<file path="config.mk">
export PLATFORM = sky130hd
export DESIGN_NAME = sonar_medida_uc_flat
export DESIGN_NICKNAME = d
export VERILOG_FILES = /design/src/rtl/sonar_medida_uc_if.sv /design/src/rtl/sonar_medida_uc.sv /design/src/flat_wrapper.sv
export SDC_FILE = /design/constraint.sdc
export NUM_CORES = 1
export LEC_CHECK = 0
export ABC_AREA = 1
export BUFFER_PORTS_ARGS = -buffer_cell sky130_fd_sc_hd__buf_2
export CAP_MARGIN = 40
export CORE_AREA = 8 8 95 97
export CTS_BUF_LIST = sky130_fd_sc_hd__clkbuf_4
export CTS_CLUSTER_DIAMETER = 30
export DETAILED_ROUTE_END_ITERATION = 7
export DIE_AREA = 0 0 103 105
export GPL_ROUTABILITY_DRIVEN = 0
export SYNTH_ARGS = -nofsm -noshare
export SYNTH_HDL_FRONTEND = slang
export SYNTH_SLANG_ARGS = --single-unit
</file>
<file path="constraint.sdc">
create_clock -name clock -period 1.7 [get_ports clock]
set_input_delay 0.255 -clock clock [delete_from_list [all_inputs] [get_ports clock]]
set_output_delay 0.255 -clock clock [all_outputs]
set_load 0.01 [all_outputs]
</file>
<file path="src/rtl/sonar_medida_uc_if.sv">
// Signal bundle between the measurement sequencer and its surroundings
// (request, echo/counter status in; trigger, counter restart and result out).
interface sonar_medida_uc_if;
  logic        medir;
  logic        echo;
  logic        cm_pronto;
  logic        cm_fim;
  logic [11:0] cm_digitos;
  logic        trigger;
  logic        cm_zera;
  logic [11:0] distancia;
  logic        pronto;
  logic        erro;
  logic [3:0]  db_estado;

  modport master (
    output medir, echo, cm_pronto, cm_fim, cm_digitos,
    input  trigger, cm_zera, distancia, pronto, erro, db_estado
  );

  modport slave (
    input  medir, echo, cm_pronto, cm_fim, cm_digitos,
    output trigger, cm_zera, distancia, pronto, erro, db_estado
  );
endinterface

</file>
<file path="src/rtl/sonar_medida_uc.sv">
// Ultrasonic measurement sequencer: trigger, echo timeout, result latch.
// Optional periodic self-trigger enabled by defining AUTO_MEDIDA_EN.
module sonar_medida_uc #(
  parameter int T_TRIG    = 500,
  parameter int T_TIMEOUT = 1_500_000,
  parameter int T_PERIODO = 12_500_000
) (
  input  logic               clock,
  input  logic               reset,
  sonar_medida_uc_if.slave   bus
);

  typedef enum logic [3:0] {
    st_inicial       = 4'h0,
    st_preparacao    = 4'h1,
    st_envia_trigger = 4'h2,
    st_espera_echo   = 4'h3,
    st_medida        = 4'h4,
    st_armazena      = 4'h5,
    st_final         = 4'h6,
    st_erro          = 4'hF
  } estado_t;

  localparam int TRIG_W = (T_TRIG > 1) ? $clog2(T_TRIG) : 1;
  localparam int TO_W   = (T_TIMEOUT > 1) ? $clog2(T_TIMEOUT) : 1;
  localparam logic [TRIG_W-1:0] TRIG_FIM = TRIG_W'(T_TRIG - 1);
  localparam logic [TO_W-1:0]   TO_FIM   = TO_W'(T_TIMEOUT - 1);

  estado_t           estado, prox;
  logic [TRIG_W-1:0] cnt_trig;
  logic [TO_W-1:0]   cnt_to;
  logic              auto_req;
  logic              inicia;
  logic              trigger_r, cm_zera_r, pronto_r, erro_r;
  logic [11:0]       distancia_r;

  always_comb begin
    prox = estado;
    case (estado)
      st_inicial:       if (bus.medir || auto_req) prox = st_preparacao;
      st_preparacao:    prox = st_envia_trigger;
      st_envia_trigger: if (cnt_trig == TRIG_FIM) prox = st_espera_echo;
      st_espera_echo: begin
        if (cnt_to == TO_FIM)  prox = st_erro;
        else if (bus.echo)     prox = st_medida;
      end
      // timeout beats overflow, overflow beats a valid result
      st_medida: begin
        if (cnt_to == TO_FIM)     prox = st_erro;
        else if (bus.cm_fim)      prox = st_erro;
        else if (bus.cm_pronto)   prox = st_armazena;
      end
      st_armazena:      prox = st_final;
      st_final:         prox = st_inicial;
      st_erro:          prox = st_inicial;
      default:          prox = st_inicial;
    endcase
  end

  assign inicia = (estado == st_inicial) && (prox == st_preparacao);

  always_ff @(posedge clock) begin
    if (reset) estado <= st_inicial;
    else       estado <= prox;
  end

  // Both counters saturate at their terminal value until the next preparacao.
  always_ff @(posedge clock) begin
    if (reset) begin
      cnt_trig <= '0;
      cnt_to   <= '0;
    end else if (estado == st_preparacao) begin
      cnt_trig <= '0;
      cnt_to   <= '0;
    end else begin
      if (estado == st_envia_trigger && cnt_trig != TRIG_FIM)
        cnt_trig <= cnt_trig + 1'b1;
      if ((estado == st_espera_echo || estado == st_medida) && cnt_to != TO_FIM)
        cnt_to <= cnt_to + 1'b1;
    end
  end

  // Outputs registered from the next state so they align with the state register.
  always_ff @(posedge clock) begin
    if (reset) begin
      trigger_r   <= 1'b0;
      cm_zera_r   <= 1'b0;
      pronto_r    <= 1'b0;
      erro_r      <= 1'b0;
      distancia_r <= '0;
    end else begin
      trigger_r <= (prox == st_envia_trigger);
      cm_zera_r <= (prox == st_preparacao);
      pronto_r  <= (prox == st_final);
      if (estado == st_armazena) distancia_r <= bus.cm_digitos;
      if (prox == st_preparacao)  erro_r <= 1'b0;
      else if (prox == st_erro)   erro_r <= 1'b1;
    end
  end

`ifdef AUTO_MEDIDA_EN
  localparam int PER_W = (T_PERIODO > 1) ? $clog2(T_PERIODO) : 1;
  localparam logic [PER_W-1:0] PER_FIM = PER_W'(T_PERIODO - 1);

  logic [PER_W-1:0] cnt_per;
  logic             pendente;

  // A wrap wins over consumption so a request is never lost.
  always_ff @(posedge clock) begin
    if (reset) begin
      cnt_per  <= '0;
      pendente <= 1'b0;
    end else if (cnt_per == PER_FIM) begin
      cnt_per  <= '0;
      pendente <= 1'b1;
    end else begin
      cnt_per <= cnt_per + 1'b1;
      if (inicia) pendente <= 1'b0;
    end
  end

  assign auto_req = pendente;
`else
  assign auto_req = 1'b0 & (T_PERIODO == 0);
`endif

  assign bus.trigger   = trigger_r;
  assign bus.cm_zera   = cm_zera_r;
  assign bus.pronto    = pronto_r;
  assign bus.erro      = erro_r;
  assign bus.distancia = distancia_r;
  assign bus.db_estado = estado;

endmodule

</file>
<file path="src/flat_wrapper.sv">
// flat-port wrapper written by rule: the top's interface ports become plain ports
module sonar_medida_uc_flat 
#(
  parameter int T_TRIG    = 500,
  parameter int T_TIMEOUT = 1_500_000,
  parameter int T_PERIODO = 12_500_000
)
  (clock, reset, bus_medir, bus_echo, bus_cm_pronto, bus_cm_fim, bus_cm_digitos, bus_trigger, bus_cm_zera, bus_distancia, bus_pronto, bus_erro, bus_db_estado);
  sonar_medida_uc_if bus_i ();
  input  logic clock;
  input  logic reset;
  input wire logic [$bits(bus_i.medir)-1:0] bus_medir;
  input wire logic [$bits(bus_i.echo)-1:0] bus_echo;
  input wire logic [$bits(bus_i.cm_pronto)-1:0] bus_cm_pronto;
  input wire logic [$bits(bus_i.cm_fim)-1:0] bus_cm_fim;
  input wire logic [$bits(bus_i.cm_digitos)-1:0] bus_cm_digitos;
  output wire logic [$bits(bus_i.trigger)-1:0] bus_trigger;
  output wire logic [$bits(bus_i.cm_zera)-1:0] bus_cm_zera;
  output wire logic [$bits(bus_i.distancia)-1:0] bus_distancia;
  output wire logic [$bits(bus_i.pronto)-1:0] bus_pronto;
  output wire logic [$bits(bus_i.erro)-1:0] bus_erro;
  output wire logic [$bits(bus_i.db_estado)-1:0] bus_db_estado;
  assign bus_i.medir = bus_medir;
  assign bus_i.echo = bus_echo;
  assign bus_i.cm_pronto = bus_cm_pronto;
  assign bus_i.cm_fim = bus_cm_fim;
  assign bus_i.cm_digitos = bus_cm_digitos;
  assign bus_trigger = bus_i.trigger;
  assign bus_cm_zera = bus_i.cm_zera;
  assign bus_distancia = bus_i.distancia;
  assign bus_pronto = bus_i.pronto;
  assign bus_erro = bus_i.erro;
  assign bus_db_estado = bus_i.db_estado;
  sonar_medida_uc #(.T_TRIG(T_TRIG), .T_TIMEOUT(T_TIMEOUT), .T_PERIODO(T_PERIODO)) u_core (.clock(clock), .reset(reset), .bus(bus_i));
endmodule
</file>
==> results by group <==
STA
  • Hold Slack: 121 ps
  • Worst setup margin: 176 ps
  • RSZ-0062 raised after global routing: no
  • Fmax: 656 MHz
  • Post-layout minimum cycle time: 1520 ps
  • Worst-margin pin slew: 367 ps
  • Slew headroom: 75.5%
  • # setup viols final: 0
  • Period utilisation layout: 89.7%
  • Pins Over Slew Limit: 0
  • Final count of hold timing violations: 0
  • Setup TNS: 0 ps
  • Worst Clk Skew: 10.3 ps

Placement
  • Post-placement cell area: 2950 µm²
  • Post-DP HPWL: 4710 µm
  • Placed Cells incl. Taps: 534
  • Dpl ws: 45.9 ps
  • IO buf count: 37

CTS
  • TritonCTS Sinks: 50
  • Post-CTS Setup Repair Bufs: 0
  • CTS Buffer Depth: 2
  • Htree depth: 2
  • Hold buffer count at cts: 0
  • CTS Buf Count: 5
  • Clk slew on worst S/H paths: 150 ps
  • Root Buffer: clkbuf_4
  • Skew-Pair Late Insertion Delay: 370 ps
  • CTS tree: built
  • Cts repair resizes: 0

Critical path
  • Critical path arrival: 1830 ps
  • Critical-path maximum fanout: 16
  • Crit. End Element: register
  • Critical Path Source Type: register
  • Req. time, crit path: 2010 ps
  • Critical path class: register to register

Layout
  • Final design utilization: 40.6%
  • Antenna cell count: 0
  • Share of layout cells above drive strength 1: 17.0%
  • Post-route cell area: 3060 µm²
  • NumNets Final: 459
  • Final std cells w/o fill: 542
  • Layout area overhead: 18.5%

Floorplan
  • Starting density of the core: 34.3%
  • Placeable Area: 7530 µm²
  • Row count: 32
  • Die Wd: 103 µm
  • Die height: 105 µm
  • IO Pins: 38
  • Die ar.: 10800 µm²

Logic synthesis
  • Synth cell types: 29
  • Mean Syn Cell Area: 6.60 µm²
  • Post-synth ARST share: 0%
  • Post-synth EDFFs: 0
  • Mapped Area: 2580 µm²
  • Yosys top cell by area: dfxtp_1
  • Top cell type's share of synthesized area: 38.8%
  • Yosys reg bits: 50
  • Most numerous cell in the Yosys netlist: nand2_1
  • Syn Inst Count: 391
  • Net Count, Synth: 411
  • Most used DFF post-synth: dfxtp_1
  • Synth top cells by count: 117 x nand2_1, 77 x nor2_1, 50 x dfxtp_1, 28 x a21oi_1, 28 x inv_1
  • YS warnings: 0
  • Sequential area share after synthesis: 38.8%
  • Synth area leaders: dfxtp_1 39%, nand2_1 17%, nor2_1 11%

Flow run
  • Max Cap Viol: 0

Routing
  • Remaining DRCs: 0
  • Vias per inst: 4.66
  • Initial DRT Pass Iterations: 4
  • Routed WL per cell: 11.3 µm
  • DR iter-0 viols: 108
  • Vias: 2528
  • Number of routed nets with antenna violations: 0
  • Detailed Route WL: 6110 µm

Min path
  • Type of the worst min-delay path: primary input to register

Power
  • Worst IR Drop VDD: 0.000467 V
  • Power per cell area: 686 nW/µm²
  • Power Total: 2.10 mW
  • Leakage: 1.27 nW

GRT
  • First-pass GRT wire length: 10800 µm
  • GR Overflow Total: 0
  • Pin count of the biggest net entering global routing: 19
  • Initial antenna violation count: 0
  • Total GRT Usage: 12.0%
  • Vias in the first global route: 2458

Outcome
  • Outcome: finished clean
-- state kept, by name (all words and copies together) (netlist names) --
register and flops:
u_core.cnt_to 21, u_core.bus.distancia 12, u_core.cnt_trig 9, u_core.bus.db_estado 4, u_core.bus.cm_zera 1, u_core.bus.erro 1
u_core.bus.pronto 1, u_core.bus.trigger 1
-- metal layers --
| layer | up-vias | wire (µm) | track usage (%) |
|---|---|---|---|
| met1 | 1113 | 2780 | 14.5 |
| li1 | 1327 | - | - |
| met4 | 0 | 71 | 3.00 |
| met5 | - | 0 | 0 |
| met2 | 78 | 2690 | 18.6 |
| met3 | 10 | 575 | 5.44 |
-- final cells by class --
class / count / area [µm²]
fillers: 827 / 4470
flip-flops and latches: 50 / 1010
multi-input cells: 299 / 1420
well taps: 102 / 128
clock buffers: 6 / 45.0
clock inverters: 2 / 37.5
inverters: 33 / 129
repair buffers: 50 / 295
-- critical path, stage by stage, from the launching register on --
cell and delay [ps]:
dfxtp_1 390, nor2_1 130, nand2_1 70, nor2_1 230, nand3_4 160, nand2_8 160
buf_12 140, nand2_1 50, a21oi_1 140
-- logic make-up (layout without fill, tap and decap cells) --
logic type               after synthesis  count (layout)  share of synthesized area (%)
adder cells (fa/ha/maj)                2               2                          0.969
buffers and inverters                 42              91                           7.17
AND/OR/NAND/NOR                      229             229                           37.2
AO/OA/AOI/OAI                         51              51                           10.1
XOR/XNOR                              17              17                           5.77
flip-flops                            50              50                           38.8
-- path summary, 6_finish.rpt --
check | start | end | slack [ps] | cells after the start
min | reset | u_core.bus.db_estado[3] | 120 | 2
max reg2reg | u_core.cnt_to[16] | u_core.cnt_to[14] | 180 | 8
min reg2reg | u_core.bus.distancia[6] | u_core.bus.distancia[6] | 500 | 2
max | u_core.cnt_to[16] | u_core.cnt_to[14] | 180 | 8
-- layout by cell type (no fill, tap or decap), types with 2 or more instances in the layout --
cell and n:
xor2_1 12, o211ai_1 2, nand3b_1 3, nor2_1 77, buf_4 12, inv_2 3, clkbuf_4 6, nand3_1 13
o21ai_0 20, inv_1 28, nand2_2 2, dfxtp_1 48, nand4_1 4, buf_2 37, nor3_1 6, nor3_2 2
nand2_1 116, xnor2_1 5, a21oi_1 28, nor2_2 2
-- report_power, final --
part	internal, mW	switching, mW
clock	0.327	0.394
combinational	0.0660	0.110
sequential	1.19	0.0149
total	1.58	0.519
(Power assumes the default switching activity.)
